==> config.mk <==
export PLATFORM = sky130hd
export DESIGN_NAME = noc_router
export DESIGN_NICKNAME = d
export VERILOG_FILES = /design/src/rtl/noc_router.sv
export SDC_FILE = /design/constraint.sdc
export NUM_CORES = 2
export LEC_CHECK = 0
export BUFFER_PORTS_ARGS = -buffer_cell sky130_fd_sc_hd__buf_2
export CORE_MARGIN = 4
export CORE_UTILIZATION = 45
export CTS_BUF_LIST = sky130_fd_sc_hd__clkbuf_8
export CTS_CLUSTER_SIZE = 24
export DETAILED_ROUTE_END_ITERATION = 10
export GPL_ROUTABILITY_DRIVEN = 1
export PLACE_DENSITY_LB_ADDON = 0.1
export SLEW_MARGIN = 40
export SYNTH_ARGS = -nofsm -noshare
export SYNTH_HDL_FRONTEND = slang
export SYNTH_SLANG_ARGS = --single-unit
==> constraint.sdc <==
create_clock -name clk -period 14.8 [get_ports clk]
set_input_delay 0.74 -clock clk [delete_from_list [all_inputs] [get_ports clk]]
set_output_delay 0.74 -clock clk [all_outputs]
set_load 0.02 [all_outputs]
==> src/rtl/noc_router.sv <==
// rtl/noc_router.sv - 5-port XY wormhole mesh router with per-input FIFO and IDLE/RCU/SA/ST control
// Define NOC_ROUTER_ARB_FIXED_EN for fixed-priority (E>W>N>S>PE) output arbitration instead of round-robin.
module noc_router #(
  parameter logic [3:0] X_ADDR = 4'd1,
  parameter logic [3:0] Y_ADDR = 4'd2,
  parameter int         DEPTH  = 4
) (
  input  logic        clk,
  input  logic        rst,
  input  logic [39:0] flit_in_e,
  input  logic [39:0] flit_in_w,
  input  logic [39:0] flit_in_n,
  input  logic [39:0] flit_in_s,
  input  logic [39:0] flit_in_pe,
  output logic [39:0] do_e,
  output logic [39:0] do_w,
  output logic [39:0] do_n,
  output logic [39:0] do_s,
  output logic [39:0] do_pe,
  input  logic        req_in_e,
  input  logic        req_in_w,
  input  logic        req_in_s,
  input  logic        req_in_n,
  input  logic        req_in_pe,
  input  logic        grnt_in_e,
  input  logic        grnt_in_w,
  input  logic        grnt_in_n,
  input  logic        grnt_in_s,
  input  logic        grnt_in_pe,
  output logic        grantfe,
  output logic        grantfw,
  output logic        grantfn,
  output logic        grantfs,
  output logic        grantfl,
  output logic        req_out_e,
  output logic        req_out_w,
  output logic        req_out_s,
  output logic        req_out_n
);
  localparam int          NP       = 5;
  localparam int          AW       = $clog2(DEPTH);
  localparam logic [AW:0] FULL_CNT = (AW+1)'(DEPTH);
  localparam logic [1:0]  T_HEAD   = 2'b11;
  localparam logic [1:0]  T_TAIL   = 2'b01;
  localparam logic [1:0]  T_NULL   = 2'b00;

  typedef enum logic [3:0] {
    IDLE = 4'b0001,
    RCU  = 4'b0010,
    SA   = 4'b0100,
    ST   = 4'b1000
  } state_t;

  // Port index order everywhere: 0=E, 1=W, 2=N, 3=S, 4=PE
  logic [39:0]   flit_in [NP];
  logic [NP-1:0] req_in, grnt_in;
  logic [39:0]   head [NP];
  logic [NP-1:0] full, empty, wr_en, rd_en;
  state_t        state [NP];
  state_t        state_nxt [NP];
  logic [2:0]    route [NP];
  logic [2:0]    calc_route [NP];
  logic [NP-1:0] grant [NP];
  logic [2:0]    win [NP];
  logic [NP-1:0] locked, rel;
  logic [2:0]    owner [NP];
  logic [39:0]   out_flit [NP];
  logic          found;
  logic [2:0]    idx;
`ifndef NOC_ROUTER_ARB_FIXED_EN
  logic [2:0]    rr_ptr [NP];
`endif

  assign flit_in[0] = flit_in_e;
  assign flit_in[1] = flit_in_w;
  assign flit_in[2] = flit_in_n;
  assign flit_in[3] = flit_in_s;
  assign flit_in[4] = flit_in_pe;
  assign req_in  = {req_in_pe, req_in_s, req_in_n, req_in_w, req_in_e};
  assign grnt_in = {grnt_in_pe, grnt_in_s, grnt_in_n, grnt_in_w, grnt_in_e};
  assign {grantfl, grantfs, grantfn, grantfw, grantfe} = {NP{rst}} & ~full;

  for (genvar i = 0; i < NP; i++) begin : g_fifo
    logic [39:0]   mem [DEPTH];
    logic [AW-1:0] wr_ptr, rd_ptr;
    logic [AW:0]   count;

    // A full FIFO refuses writes even when a pop happens in the same cycle
    assign full[i]  = (count == FULL_CNT);
    assign empty[i] = (count == '0);
    assign wr_en[i] = req_in[i] && !full[i] && (flit_in[i][39:38] != T_NULL);
    assign head[i]  = mem[rd_ptr];

    always_ff @(posedge clk or negedge rst) begin
      if (!rst) begin
        wr_ptr <= '0;
        rd_ptr <= '0;
        count  <= '0;
      end else begin
        if (wr_en[i]) wr_ptr <= wr_ptr + AW'(1);
        if (rd_en[i]) rd_ptr <= rd_ptr + AW'(1);
        case ({wr_en[i], rd_en[i]})
          2'b10:   count <= count + (AW+1)'(1);
          2'b01:   count <= count - (AW+1)'(1);
          default: count <= count;
        endcase
      end
    end

    always_ff @(posedge clk) begin
      if (wr_en[i]) mem[wr_ptr] <= flit_in[i];
    end
  end

  // Dimension-ordered routing: resolve X first, then Y, else eject to the PE
  always_comb begin
    for (int i = 0; i < NP; i++) begin
      if (head[i][29:26] > X_ADDR)      calc_route[i] = 3'd0;
      else if (head[i][29:26] < X_ADDR) calc_route[i] = 3'd1;
      else if (head[i][25:22] > Y_ADDR) calc_route[i] = 3'd2;
      else if (head[i][25:22] < Y_ADDR) calc_route[i] = 3'd3;
      else                              calc_route[i] = 3'd4;
    end
  end

  always_comb begin
    found = 1'b0;
    idx   = '0;
    for (int o = 0; o < NP; o++) begin
      grant[o] = '0;
      win[o]   = '0;
      found    = 1'b0;
      for (int k = 0; k < NP; k++) begin
`ifdef NOC_ROUTER_ARB_FIXED_EN
        idx = 3'(k);
`else
        idx = 3'((int'(rr_ptr[o]) + k) % NP);
`endif
        if (!locked[o] && !found && state[idx] == SA && route[idx] == 3'(o)) begin
          found          = 1'b1;
          grant[o][idx]  = 1'b1;
          win[o]         = idx;
        end
      end
    end
  end

  always_comb begin
    rd_en = '0;
    rel   = '0;
    for (int i = 0; i < NP; i++) begin
      state_nxt[i] = state[i];
      case (state[i])
        IDLE: if (!empty[i]) begin
          if (head[i][39:38] == T_HEAD) state_nxt[i] = RCU;
          else                          rd_en[i]     = 1'b1;
        end
        RCU:  state_nxt[i] = SA;
        SA:   if (grant[route[i]][i]) state_nxt[i] = ST;
        ST:   if (!empty[i] && grnt_in[route[i]]) begin
          rd_en[i] = 1'b1;
          if (head[i][39:38] == T_TAIL) begin
            state_nxt[i]  = IDLE;
            rel[route[i]] = 1'b1;
          end
        end
        default: state_nxt[i] = IDLE;
      endcase
    end
  end

  // Only the lock owner can be in ST on an output, so the crossbar is a select by owner
  always_comb begin
    for (int o = 0; o < NP; o++) begin
      out_flit[o] = '0;
      if (locked[o] && state[owner[o]] == ST && !empty[owner[o]]) out_flit[o] = head[owner[o]];
    end
  end

  assign do_e      = out_flit[0];
  assign do_w      = out_flit[1];
  assign do_n      = out_flit[2];
  assign do_s      = out_flit[3];
  assign do_pe     = out_flit[4];
  assign req_out_e = |out_flit[0][39:38];
  assign req_out_w = |out_flit[1][39:38];
  assign req_out_n = |out_flit[2][39:38];
  assign req_out_s = |out_flit[3][39:38];

  always_ff @(posedge clk or negedge rst) begin
    if (!rst) begin
      locked <= '0;
      for (int i = 0; i < NP; i++) begin
        state[i] <= IDLE;
        route[i] <= '0;
        owner[i] <= '0;
`ifndef NOC_ROUTER_ARB_FIXED_EN
        rr_ptr[i] <= '0;
`endif
      end
    end else begin
      for (int i = 0; i < NP; i++) begin
        state[i] <= state_nxt[i];
        if (state[i] == RCU) route[i] <= calc_route[i];
      end
      for (int o = 0; o < NP; o++) begin
        if (|grant[o]) begin
          locked[o] <= 1'b1;
          owner[o]  <= win[o];
`ifndef NOC_ROUTER_ARB_FIXED_EN
          rr_ptr[o] <= (win[o] == 3'd4) ? 3'd0 : win[o] + 3'd1;
`endif
        end else if (rel[o]) begin
          locked[o] <= 1'b0;
        end
      end
    end
  end
endmodule

==> run metrics <==
final instance area 61200 sq um; # rows 127; critical path class reg2reg; wire length per cell 31.7 um; post-DR vias/cell 6.47; vias 42.9k; Synth top area share 0.442; placed cell area 58200 sq um; first-pass GRT wire length 299000 um; worst skew pair latency 0.87 ns; top-level I/O count 421; Tot GR Track Use 0.327; Resize count post-CTS 0; Final Util 0.510; drc violations 0; Die Wd 356 um; clk_skew 0.0554 ns; final-report setup violation count 0; Worst slew margin 0.387; Die Height 356 um; Leakage Power 22.0 nW; number of global-route vias before repair 41.1k; area growth from synthesis to layout 12.6%; #FFs+latches synth 905; Yosys cell types 116; Final GP Congestion 1.05; htree depth 4; area of the multi-input gates 26100 sq um; crit path max fanout 37; Post-Place Worst Slack 7.74 ns; fillcell total 10.7k; Power Density 180 nW/um^2; Sum Neg Setup Slack 0 ns; Synth Cell Area 54400 sq um; worst-case vdd ir drop 94.3 uV; worst hold path class in2reg; CTS clk-pin slew, worst paths 0.07 ns; min Tclk post-route 7.29 ns; layout cells sized above 1 0.249; CP Data Required Time 15.54 ns; GR Overflow Total 0; Synth Flop Type edfxtp_1; initial antenna violation count 55; Synth area leader edfxtp_1; RSZ-0062 raised after global routing false; sequential fraction of the synthesis area 0.490; Hold Violations, Final 0; max-slew violations 0; post-route ant nets 0; # port buffers 420; asr flop ratio synth 0.116; Starting DRT DRC Count 5201; Synth area leaders edfxtp_1, mux4_2, dfrtp_1; crit path capture type flip-flop; run status finished, final reports clean; setup ws final 7.51 ns; syn_area_per_cell 12.0 sq um; root buf cell clkbuf_8; Core Region 120000 sq um; clk buf depth 3; Die ar. 126000 sq um; Worst-Margin Slew 0.920 ns; crit path launch type flip-flop; Routed WL 210000 um; largest net degree at the start of global routing 62; CTS tree done; max-cap violations 0; CP arrival 8.03 ns; syn nets 4874; FMAX 137 MHz; Synth Instances 4517; clock sink count 905; total CTS buffers 147; fin nets 5249; Post-CTS Repair Setup Buffers 0; crit share post-route 0.492; number of synthesized flops with an enable pin 800; drt pass-1 iters 6; DP HPWL 153000 um; Reg area 26700 sq um; Yosys warning count 0; hold_buf cts 7; final hold slack 0.0932 ns; Starting Density 0.453
## metrics by stage
step	instances	power (W)
2_1_floorplan	4517	0.00708
3_3_place_gp	6346	0.00880
3_5_place_dp	6347	0.00885
4_1_cts	6613	0.0110
5_1_grt	6623	0.0115
6_report	6635	0.0110
## worst paths after layout
path | start | to | slack, ns | depth (start not counted)
max | rr_ptr[9]$_DFFE_PN0P_ | rr_ptr[11]$_DFFE_PN0P_ | 7.51 | 22
min | flit_in_s[30] | g_fifo[3].mem[2][30]$_DFFE_PP_ | 0.09 | 1
max reg2reg | rr_ptr[9]$_DFFE_PN0P_ | rr_ptr[11]$_DFFE_PN0P_ | 7.51 | 22
min reg2reg | g_fifo[1].count[2]$_DFFE_PN0P_ | g_fifo[1].count[2]$_DFFE_PN0P_ | 0.51 | 1
max in group asynchronous | rst | owner[1]$_DFFE_PN0P_ | 12.66 | 4
min in group asynchronous | rst | g_fifo[1].rd_ptr[0]$_DFFE_PN0P_ | 0.42 | 2
## worst max-delay path, stage by stage, from the launching register on
cell       delay [ns]
dfrtp_1          0.32
buf_4            0.36
inv_2            0.33
ha_1             0.75
clkinv_1         0.43
ha_1             0.34
nor3_1           0.26
nor3_1           0.13
nor2_1           0.35
inv_1            0.16
ha_1             0.22
nand2b_1         0.15
a22oi_2          0.64
xnor2_1          0.31
a221oi_1         0.14
nor3b_1          0.41
nand3_1          0.22
mux2_2           0.32
a22oi_1          0.50
inv_1            0.10
ha_1             0.23
or3_1            0.36
o2bb2ai_1        0.12
## state kept, by name (all words and copies together), names as in the netlist
name	flops
g_fifo.count	15
g_fifo.mem	800
g_fifo.rd_ptr	10
g_fifo.wr_ptr	10
locked	5
owner	15
route	15
rr_ptr	15
state	20
## area by class of cell
type | count | share of cell area
inverter | 162 | 0.00993
multi-input combinational | 3158 | 0.427
timing repair buffer | 518 | 0.0477
antenna | 21 | 0.000858
clock buffer | 151 | 0.0339
tap | 1612 | 0.0329
sequential | 905 | 0.436
clock inverter | 108 | 0.0119
## metal layers
layer / global-route usage / share of wire
met5: 0 / 0.00049
met4: 0.163 / 0.058
met3: 0.104 / 0.11
met2: 0.530 / 0.47
met1: 0.395 / 0.36
## cells by family after synthesis
| logic type | synth area share |
|---|---|
| compound gates | 0.133 |
| xor+xnor | 0.0138 |
| fa+ha+maj | 0.0342 |
| buf+inv | 0.0321 |
| flops | 0.490 |
| mux | 0.175 |
| simple gates | 0.121 |
## synth_stat cells, types with 31 or more instances
cell	number
or3_1	34
mux2i_1	117
nand2_1	515
or2_2	31
buf_1	53
a21oi_1	317
a31oi_1	40
nor2b_1	38
and2_1	41
clkbuf_1	217
inv_1	154
ha_1	139
o22ai_1	39
mux4_2	354
a211oi_1	113
nor4_1	45
dfrtp_1	100
edfxtp_1	800
nor2_1	276
nand3_1	75
o21ai_0	136
nand2b_1	45
o211ai_1	33
nor3_1	94
xnor2_1	56
## cell usage in the layout, fill, tap and decap left out, types with 26 or more instances in the layout
cell      instances
nand3_1          75
xnor2_1          54
o211ai_1         33
nor2b_1          38
or3_1            34
dfrtp_1          80
or2_2            31
nand2_1         510
a31oi_1          38
inv_1           195
a21o_1           29
nor4_1           45
o22ai_1          39
nand2b_1         45
mux2i_1         116
mux2_2           28
mux4_2          354
a21oi_1         315
ha_1            139
xor2_1           26
nor3_1           89
clkbuf_8        151
buf_4            78
edfxtp_1        800
o21ai_0         135
o21a_1           26
a211oi_1        113
clkinv_1         33
buf_2           419
nor2_1          275
## where the power goes
part,switching [W],internal (W)
combinational,0.00330,0.00204
clock,0.00106,0.00106
sequential,0.000289,0.00325
No activity file was read; power rests on OpenSTA's default activity.
